<file path="src/rtl/bp_pktfifo_arbiter.sv">
// rtl/bp_pktfifo_arbiter.sv - round-robin packet FIFO to BytePipe arbiter with flush sequencing
module bp_pktfifo_arbiter #(
   parameter int N_ENGINE = 2,
   parameter int PKT_LEN  = 8
) (
   input  logic                  i_clk,
   input  logic                  i_rst_n,
   input  logic                  i_cg,
   input  logic [N_ENGINE*8-1:0] i_pktfifo_data,
   input  logic [N_ENGINE-1:0]   i_pktfifo_empty,
   input  logic [N_ENGINE-1:0]   i_pktReady,
   output logic [N_ENGINE-1:0]   o_pktfifo_pop,
   output logic [N_ENGINE-1:0]   o_pktfifo_flush,
   input  logic [N_ENGINE-1:0]   i_engineEn,
   input  logic [N_ENGINE-1:0]   i_flush,
   output logic [7:0]            o_bp_data,
   output logic                  o_bp_valid,
   input  logic                  i_bp_ready,
   output logic                  o_busy
);

   localparam int SEL_W = (N_ENGINE > 1) ? $clog2(N_ENGINE) : 1;
   localparam int CNT_W = $clog2(PKT_LEN + 1);

   typedef enum logic [1:0] {
      IDLE   = 2'd0,
      HEADER = 2'd1,
      BODY   = 2'd2
   } state_t;

   state_t              state_q, state_d;
   logic [SEL_W-1:0]    sel_q, sel_d;
   logic [SEL_W-1:0]    last_q, last_d;
   logic [SEL_W-1:0]    gnt_idx, cand;
   logic [CNT_W-1:0]    cnt_q, cnt_d;
   logic [N_ENGINE-1:0] flush_pend_q, flush_pend_d;
   logic [N_ENGINE-1:0] elig, sel_oh, flush_fire;
   logic                gnt_found;

   always_ff @(posedge i_clk or negedge i_rst_n) begin
      if (!i_rst_n) begin
         state_q      <= IDLE;
         sel_q        <= '0;
         last_q       <= SEL_W'(N_ENGINE - 1);
         cnt_q        <= '0;
         flush_pend_q <= '0;
      end else if (i_cg) begin
         state_q      <= state_d;
         sel_q        <= sel_d;
         last_q       <= last_d;
         cnt_q        <= cnt_d;
         flush_pend_q <= flush_pend_d;
      end
   end

   assign elig = i_pktReady & i_engineEn & ~flush_pend_q;

   // First eligible engine after the previous grant, wrapping modulo N_ENGINE.
   always_comb begin
      gnt_found = 1'b0;
      gnt_idx   = '0;
      cand      = '0;
      for (int i = 1; i <= N_ENGINE; i++) begin
         cand = SEL_W'((int'(last_q) + i) % N_ENGINE);
         if (!gnt_found && elig[cand]) begin
            gnt_found = 1'b1;
            gnt_idx   = cand;
         end
      end
   end

   always_comb begin
      sel_oh        = '0;
      sel_oh[sel_q] = 1'b1;
   end

   // The active engine's flush waits until its packet has fully drained.
   assign flush_fire      = flush_pend_q & ~((state_q != IDLE) ? sel_oh : '0);
   assign flush_pend_d    = (flush_pend_q & ~flush_fire) | (i_flush & ~flush_pend_q);
   assign o_pktfifo_flush = i_cg ? flush_fire : '0;
   assign o_busy          = (state_q != IDLE);

   always_comb begin
      state_d       = state_q;
      sel_d         = sel_q;
      last_d        = last_q;
      cnt_d         = cnt_q;
      o_bp_valid    = 1'b0;
      o_bp_data     = 8'h00;
      o_pktfifo_pop = '0;
      case (state_q)
         IDLE: begin
            if (gnt_found) begin
               sel_d   = gnt_idx;
               last_d  = gnt_idx;
               cnt_d   = CNT_W'(PKT_LEN);
               state_d = HEADER;
            end
         end
         HEADER: begin
            o_bp_valid = i_cg;
            o_bp_data  = 8'hE0 | 8'(sel_q);
            if (i_bp_ready) begin
               state_d = BODY;
            end
         end
         BODY: begin
            o_bp_data  = i_pktfifo_data[{sel_q, 3'b000} +: 8];
            o_bp_valid = i_cg & ~i_pktfifo_empty[sel_q];
            if (o_bp_valid && i_bp_ready) begin
               o_pktfifo_pop = sel_oh;
               cnt_d         = cnt_q - CNT_W'(1);
               if (cnt_q == CNT_W'(1)) begin
                  state_d = IDLE;
               end
            end
         end
         default: begin
            state_d = IDLE;
         end
      endcase
   end

endmodule

</file>
<file path="config.mk">
export PLATFORM = sky130hd
export DESIGN_NAME = bp_pktfifo_arbiter
export DESIGN_NICKNAME = d
export VERILOG_FILES = /design/src/rtl/bp_pktfifo_arbiter.sv
export SDC_FILE = /design/constraint.sdc
export NUM_CORES = 1
export LEC_CHECK = 0
export ABC_AREA = 0
export BUFFER_PORTS_ARGS = -buffer_cell sky130_fd_sc_hd__buf_4
export CELL_PAD_IN_SITES_DETAIL_PLACEMENT = 1
export CELL_PAD_IN_SITES_GLOBAL_PLACEMENT = 1
export CORE_ASPECT_RATIO = 0.9
export CORE_MARGIN = 1.5
export CORE_UTILIZATION = 31
export CTS_CLUSTER_DIAMETER = 120
export DETAILED_ROUTE_END_ITERATION = 6
export PLACE_DENSITY_LB_ADDON = 0.1
export SYNTH_ARGS = -nofsm -noshare
export SYNTH_HDL_FRONTEND = slang
export SYNTH_SLANG_ARGS = --single-unit
</file>
<file path="constraint.sdc">
create_clock -name i_clk -period 1.8 [get_ports i_clk]
set_input_delay 0.18 -clock i_clk [delete_from_list [all_inputs] [get_ports i_clk]]
set_output_delay 0.18 -clock i_clk [all_outputs]
set_load 0.03 [all_outputs]
</file>
Word-level counts from Yosys, hierarchy flattened

Cells that the tools add are included.

Register bits: 10
Input port bits: 28
Output and inout port bits: 14

Add/sub/neg operators: 3
Order comparisons: 4
Equal/unequal tests: 7
Shifts and indexed selects: 1
Muxes and demuxes: 26
Bitwise gates (word level): 11
Reductions and logical operators: 10

Operators by type and width:

| kind                                                                 | number |
|---|---|
| 2-bit 2-to-1 mux                                                     | 8 |
| 8-bit one-hot mux with 2 select lines                                | 1 |
| 16-bit by 5-bit variable part select with 8-bit output               | 1 |
| 1-bit 2-to-1 mux                                                     | 11 |
| 2-bit bitwise AND                                                    | 5 |
| 4-bit 2-to-1 mux                                                     | 2 |
| 2-bit != test, second input constant                                 | 4 |
| 4-bit one-hot mux with 2 select lines                                | 1 |
| 1-bit by 2-bit < comparator with 1-bit output, second input constant | 3 |
| 2-bit NOT                                                            | 3 |
| 2-bit one-hot mux with 3 select lines                                | 1 |
| 5-bit AND reduction                                                  | 1 |
| 4-bit by 1-bit == test with 1-bit output, second input constant      | 1 |
| 4-bit AND reduction                                                  | 1 |
| 2-bit nonzero test                                                   | 2 |
| 4-bit by 1-bit subtractor with 4-bit output, second input constant   | 1 |
| 1-bit logical AND                                                    | 3 |
| 3-bit AND reduction                                                  | 1 |
| 1-bit adder, second input constant                                   | 2 |
| 2-bit by 1-bit == test with 1-bit output, second input constant      | 1 |
| 2-bit == test, second input constant                                 | 1 |
| 2-bit zero test                                                      | 1 |
| 2-bit OR                                                             | 1 |
| 1-bit one-hot mux with 2 select lines                                | 1 |
| 5 further kinds                                                      | 5 |

Longest topological paths before layout

Gate-level depths: netlist (run 1).

Word-level depth: 10
Gate-level depth with buffers: 6

Worst setup path after synthesis (run 1)

OpenSTA, ideal clock, no wires.

Path kind: register to output
From: register state_q[0]
To: output port o_bp_data[1]
Data arrival time: 1.568 ns
Data required time: 1.620 ns
Setup slack: 0.052 ns
Stages on the path, launching flop included: 6
Path buffers: 1
Path through: dfrtp_1 -> inv_1 -> ha_1 -> clkbuf_1 -> nand2_1 -> nor2_1

Cells in the longest elaborated chain, start to end: 2
Elaborated cells on any way between the ends: 3
Those cells by class: 2 x eq/ne; 1 x mux

RTL lines:

| element                                                                   | line | RTL |
|---|---|---|
| start: declaration                                                        | 31   | `state_t state_q, state_d;` |
| start signal: assignment                                                  | 48   | `state_q <= state_d;` |
| 2-bit == test or 2-bit by 1-bit == test with 1-bit output (tied branches) | 91   | `case (state_q)` |
| 8-bit one-hot mux with 2 select lines (*)                                 | 91   |  |
| end: declaration                                                          | 16   | `output logic [7:0] o_bp_data,` |

Mark *: on every way between the ends. The rest lies on a longest branch, timed or not.

Final worst setup path (run 1)

From: register state_q[0]
To: register state_q[1]

Cells in the longest elaborated chain, start to end: 3
Elaborated cells on any way between the ends: 9
Those cells by class: 6 x eq/ne; 1 x mux; 2 x reduce/logical

RTL lines:

| element                                     | line |
|---|---|
| 2-bit == test, or another cell as far along | 91 |
| 2-bit != test (no source line)              | n/a |
| 5-bit AND reduction (no source line)        | n/a |

Several ways; a longest one is shown, not always the timed one.
A chain may end at the register's enable or synchronous reset.

==> results.yml, run 1 <==
die:
  initial_core_util_pct: 33.3
  core_area_um2: 2510
  die-height_um: 52.3
  boundaryPins: 42
  num_rows: 17
  dieArea_um2: 3020
  die_x_um: 57.8
yosys:
  synth_area_leaders: "dfrtp_1, ha_1, a21oi_1, mux2i_1, nor2_1"
  yosysSeqAreaShare_pct: 30.0
  netlist_area_um2: 837
  ys_seq_elements: 10
  yosysTopAreaCellShare_pct: 26.9
  yosys.area.top_type: "dfrtp_1"
  syn-num-nets: 137
  syn_avg_cell_area_um2: 8.13
  yosysWarnings: 0
  synthCells: 103
  ys_types: 28
clock_tree:
  cts_tree: "yes"
  clock-root-buffer: "clkbuf_4"
  cts_buffers: 3
  clock_path_buffers: 2
  clock_latency_ns: 0.26
  htree_num_levels: 1
  clkTransAtPathRegs_ns: 0.07
  cts_num_sinks: 10
timing:
  max_freq_ghz: 0.553
  tightestPinTransition_ns: 0.455
  skew_ns: 0.00394
  hold_ws_ns: 0.155
  setup_viol: 1
  min_period_ns: 1.81
  drv_slew: 0
  rsz0062_at_grt: "true"
  slew_headroom_pct: 69.3
  setup_tns_ns: -0.00795
  setup_ws_ns: -0.00795
  timing.final.crit_share_pct: 100
  hold_viol: 0
flow_run:
  drv_cap: 0
global_route:
  grt_first_pass_wirelength_um: 4130
  grt_use_total_pct: 18.0
  grt_max_degree: 13
  grt-ovfl-total: 0
  antenna_found_initial: 0
  grt_pass1_vias: 885
cells_and_area:
  fillers: 299
  utilization_pct: 56.2
  antenna_cells: 0
  fin_nets: 192
  area.growth.synth_to_final_pct: 68.6
  drive_above_1_share_pct: 49.0
setup_path:
  crit_chain: "inv_2 > buf_12 > ha_4 > a31o_4 > a221o_1 > mux2_4"
  critPathTopFamily: "compound AO/OA/AOI/OAI gates"
  rrSetupSlack_ns: -0.008
  worstSetupPathType: "reg2reg"
  slowest_delay_ns: 0.44
  reg2reg_to: "state_q[1]"
  reg2reg_depth: 6
  start_kind: "flop"
  reg2reg_from: "state_q[0]"
  critPathRequiredTime_ns: 1.95
  endpoint_kind: "flop"
  cp_slowest_cell: "dfrtp_1"
  critPathMaxFanout: 5
  path_buf_inv: 2
  cp.arrival_ns: 1.96
hold_path:
  hold_end: "flush_pend_q[1]"
  hold_path_depth: 3
  hp-start: "i_flush[1]"
  min_path_type: "in2reg"
placement:
  dp_hpwl_um: 2080
  port_buffers: 41
  place_congestion: 0.691
outcome:
  status: "complete, but fails checks"
  violations: "design-rule violations, negative setup slack"
route:
  wirelength_um: 2840
  drc_errors: 10
  dr.pass1.iters: 6
  viasPerCell: 5.24
  post_drt_wl_per_cell_um: 15.3
  vias: 970
  drt_iter0_drc: 24
  detail-route-antenna-nets: 0
power_and_ir_drop:
  power_mw: 2.33
  p_leak_nw: 0.668
  powerDensity_nw_per_um2: 1650
  vdd_ir_drop_max_mv: 0.793
## worst min-delay path, cell delays in order
cell and delay (ns):
buf_4 0.08, a21oi_1 0.05, nor2_1 0.07
## what timing repair did
item,CTS,global route
cloned,0,0
hold buffers,1,0
pin swaps,1,4
endpoints found under the hold margin,10,0
gates resized for setup,5,19
endpoints found under the setup margin,3,14
setup buffers,0,8
## synth_stat cells (all sizes together)
cell type / number
nand4: 1
dfstp: 1
a221o: 1
nor3: 2
a22o: 2
nor2: 13
o21a: 1
nand2: 8
a311oi: 1
a31o: 2
mux2: 5
and2: 3
buf: 2
o21ai: 6
inv: 9
nand3: 7
dfrtp: 9
clkbuf: 1
or4b: 1
o41ai: 1
nor2b: 3
nand3b: 2
a21oi: 10
ha: 6
mux2i: 6
## worst max-delay path by stage
stage / from / to / slack, ns / depth (start not counted)
floorplan: state_q[0] / o_bp_data[1] / 0.05 / 5
global placement: state_q[0] / state_q[1] / 0.13 / 5
detailed placement: state_q[0] / state_q[1] / 0.05 / 5
CTS: state_q[1] / o_bp_data[0] / -0.002 / 6
global route: state_q[0] / state_q[1] / -0.04 / 6
finish: state_q[0] / state_q[1] / -0.008 / 6
## cell families (layout without fill, tap and decap cells)
kind of cell,after synthesis,after routing,synth area share [%]
adder cells (fa/ha/maj),6,6,8.97
multiplexers,11,11,14.3
flip-flops,10,10,30.0
buffers and inverters,12,66,5.68
AND/OR/NAND/NOR,40,40,23.0
AO/OA/AOI/OAI,24,24,17.9
## metrics by stage
stage                     instance area (um^2)  worst slack (ns)  std cells
after CTS                                 1250          -0.00178        177
after global placement                    1190             0.128        172
after detailed placement                  1190            0.0481        172
after floorplan                            837            0.0521        103
final                                     1410          -0.00795        185
after global routing                      1410           -0.0374        185
## cell usage in the layout (no fill, tap or decap), types with 3 or more instances in the layout
master | synthesis | final
buf_4 | 0 | 47
buf_6 | 0 | 3
mux2i_1 | 5 | 5
mux2_2 | 4 | 4
a21oi_2 | 0 | 4
clkbuf_4 | 0 | 3
a21oi_1 | 10 | 6
nand3_1 | 7 | 6
ha_4 | 0 | 3
ha_1 | 6 | 3
nand2_1 | 8 | 7
o21ai_0 | 6 | 5
nor2_1 | 13 | 12
dfrtp_1 | 9 | 8
inv_1 | 9 | 8
nor2b_1 | 3 | 3
## per-layer routing
metal	vias to the layer above	track usage, %	wire length [um]
li1	467	-	-
met1	466	22.4	1230
met2	35	31.3	1380
met3	2	2.47	214
met4	0	7.75	9
met5	-	0	0
## power breakdown
| group | internal, mW | switching, mW |
|---|---|---|
| registers | 0.336 | 0.109 |
| clock network | 0.123 | 0.0828 |
| logic | 0.813 | 0.871 |
| total | 1.27 | 1.06 |
## layout make-up
| type | instances | area [um^2] | share of cell area (%) |
|---|---|---|---|
| repair buffers | 53 | 432 | 30.6 |
| clock buffers | 4 | 36.3 | 2.57 |
| well taps | 28 | 35.0 | 2.48 |
| flip-flops and latches | 10 | 253 | 17.9 |
| inverters | 9 | 33.8 | 2.39 |
| multi-input cells | 81 | 622 | 44.1 |
## sequential cells by signal, indices dropped and copies added, names as in the netlist
name,count
cnt_q,4
sel_q,1
state_q,2
flush_pend_q,2
last_q,1
Power figures use the tool's default switching activity.
==> inputs of run 2 (changes only) <==
--- a/config.mk
+++ b/config.mk
@@ -15,6 +15,7 @@
 export CTS_CLUSTER_DIAMETER = 120
 export DETAILED_ROUTE_END_ITERATION = 6
 export PLACE_DENSITY_LB_ADDON = 0.1
+export SETUP_SLACK_MARGIN = 0.4
 export SYNTH_ARGS = -nofsm -noshare
 export SYNTH_HDL_FRONTEND = slang
 export SYNTH_SLANG_ARGS = --single-unit
==> constraint.sdc (replaced) <==
create_clock -name i_clk -period 1.95 [get_ports i_clk]
set_input_delay 0.195 -clock i_clk [delete_from_list [all_inputs] [get_ports i_clk]]
set_output_delay 0.195 -clock i_clk [all_outputs]
set_load 0.03 [all_outputs]
==> run 2 against run 1 <==
Against the previous run: first-iteration DRC count rose by 120%; sequential share of layout area down 3.0 points; sequential power decreased by 5.2%; the run ends with design-rule violations left; count of clock-buffer cells in the layout unchanged; via count grew 15%; global-route usage rose by 5.1 points; non-clock buffer count is 13 higher; critical path depth grew 1.
==> results.yml, run 2 (synthesis results as in run 1) <==
cells_and_area:
  largest_registers: "cnt_q x4, flush_pend_q x2, state_q x2"
  regMostFlops: "cnt_q"
  antenna_cells: 0
  area.growth.synth_to_final_pct: 101
  drive_above_1_share_pct: 64.7
  fin_nets: 205
  layout_common_cells: "buf_4, buf_6, dfrtp_1"
  largest_register_ffs: 4
  layout_commonest_cell: "buf_4"
timing:
  rsz0062_at_grt: "true"
  slew_headroom_pct: 75.8
  hold_viol: 0
  tightestPinTransition_ns: 0.353
  timing.final.crit_share_pct: 96.2
  setup_tns_ns: 0
  skew_ns: 0.00689
  min_period_ns: 1.88
  setup_ws_ns: 0.0745
  max_freq_ghz: 0.533
  drv_slew: 0
  setup_viol: 0
power_and_ir_drop:
  vdd_ir_drop_max_mv: 1.13
  p_leak_nw: 0.785
  powerDensity_nw_per_um2: 1640
  power_mw: 2.76
clock_tree:
  cts_tree: "yes"
  clkTransAtPathRegs_ns: 0.07
  cts_buffers: 3
  clock_latency_ns: 0.27
  cts_num_sinks: 10
  clock_path_buffers: 2
  htree_num_levels: 1
  clock-root-buffer: "clkbuf_4"
placement:
  port_buffers: 41
  place_congestion: 0.795
  dp_worst_setup_slack_ns: 0.265
  dp_hpwl_um: 2130
route:
  drc_errors: 7
  dr.pass1.iters: 6
  wirelength_um: 4380
  detail-route-antenna-nets: 0
  vias: 1117
  drt_iter0_drc: 52
  post_drt_wl_per_cell_um: 22.1
  viasPerCell: 5.64
global_route:
  grt_pass1_vias: 1058
  grt-ovfl-total: 0
  grt_first_pass_wirelength_um: 5230
  grt_max_degree: 11
  grt_use_total_pct: 23.2
  antenna_found_initial: 0
setup_path:
  slowest_delay_ns: 0.43
  worstSetupPathType: "reg2out"
  cp.arrival_ns: 1.68
  start_kind: "flop"
  critPathRequiredTime_ns: 1.75
  cp_slowest_cell: "dfrtp_1"
  critPathMaxFanout: 6
  endpoint_kind: "output port"
  crit_chain: "buf_6 > buf_12 > clkinvlp_4 > nand3_1 > o21ai_1 > and2_4 > buf_6"
  crit_top_cell: "buf_6"
die:
  dieArea_um2: 3020
  boundaryPins: 42
  initial_core_util_pct: 33.3
  core_area_um2: 2510
  die-height_um: 52.3
  num_rows: 17
  die_x_um: 57.8
flow_run:
  drv_cap: 0
outcome:
  status: "complete, but fails checks"
  violations: "design-rule violations"
hold_path:
  min_path_type: "in2reg"
-- run 2: changes by cell type in the layout (fill, tap and decap cells not counted), moves of 3 or more --
cell and delta:
a21oi_1 -3, o21ai_0 -4, nor2_1 -6, nor2_4 +4, mux2_4 +4, mux2_2 -4, buf_6 +12, inv_1 -3
-- run 2: per-stage QoR --
| step | hold slack (ns) | util (%) | cell area (um^2) | std cells |
|---|---|---|---|---|
| 6_report | 0.193 | 67.1 | 1680 | 198 |
| 5_1_grt | 0.205 | 67.1 | 1680 | 198 |
| 4_1_cts | 0.190 | 61.7 | 1550 | 191 |
| 3_5_place_dp | 0.0340 | 49.6 | 1240 | 173 |
| 3_3_place_gp | 0.0341 | 49.6 | 1240 | 173 |
| 2_1_floorplan | -0.101 | - | 886 | 103 |
-- run 2: repair_timing --
item                       4_1_cts  5_1_grt
hold endpoints to repair        10        0
setup buffers                   13        7
pin swaps                       10       16
resized for setup               36       22
setup endpoints to repair       17       20
hold buffers                     1        0
-- run 2: layer usage --
metal | track usage [%] | vias to the layer above | wire length [um]
li1 | - | 499 | -
met1 | 28.9 | 547 | 1680
met3 | 1.23 | 8 | 285
met5 | 0 | - | 0
met2 | 43.4 | 63 | 2330
met4 | 5.81 | 0 | 80
-- run 2: final cells by class --
class	instances	area [um^2]
fillers	267	826
multi-input cells	81	752
repair buffers	66	579
flip-flops and latches	10	251
inverters	9	40.0
well taps	28	35.0
clock buffers	4	26.3
-- run 2: power by group --
group	internal, mW	switching [mW]	leakage, nW
sequential	0.308	0.114	0.120
combinational	1.05	1.13	0.650
clock	0.0791	0.0728	0.0150
-- run 2: worst max-delay path: cells and delay by family (launching register included) --
family | cells | cell delay (ns)
compound gates | 1 | 0.16
flops | 1 | 0.43
buf+inv | 4 | 0.52
simple gates | 2 | 0.30
-- run 2: final timing paths --
kind	startpoint	endpoint	slack [ns]	depth (start not counted)
max	sel_q	o_bp_data[0]	0.07	7
min	i_flush[0]	flush_pend_q[0]	0.19	3
max reg2reg	state_q[0]	state_q[1]	0.17	6
min reg2reg	flush_pend_q[0]	flush_pend_q[0]	0.54	2
max in group asynchronous	i_rst_n	last_q	1.43	2
min in group asynchronous	i_rst_n	cnt_q[1]	0.29	2
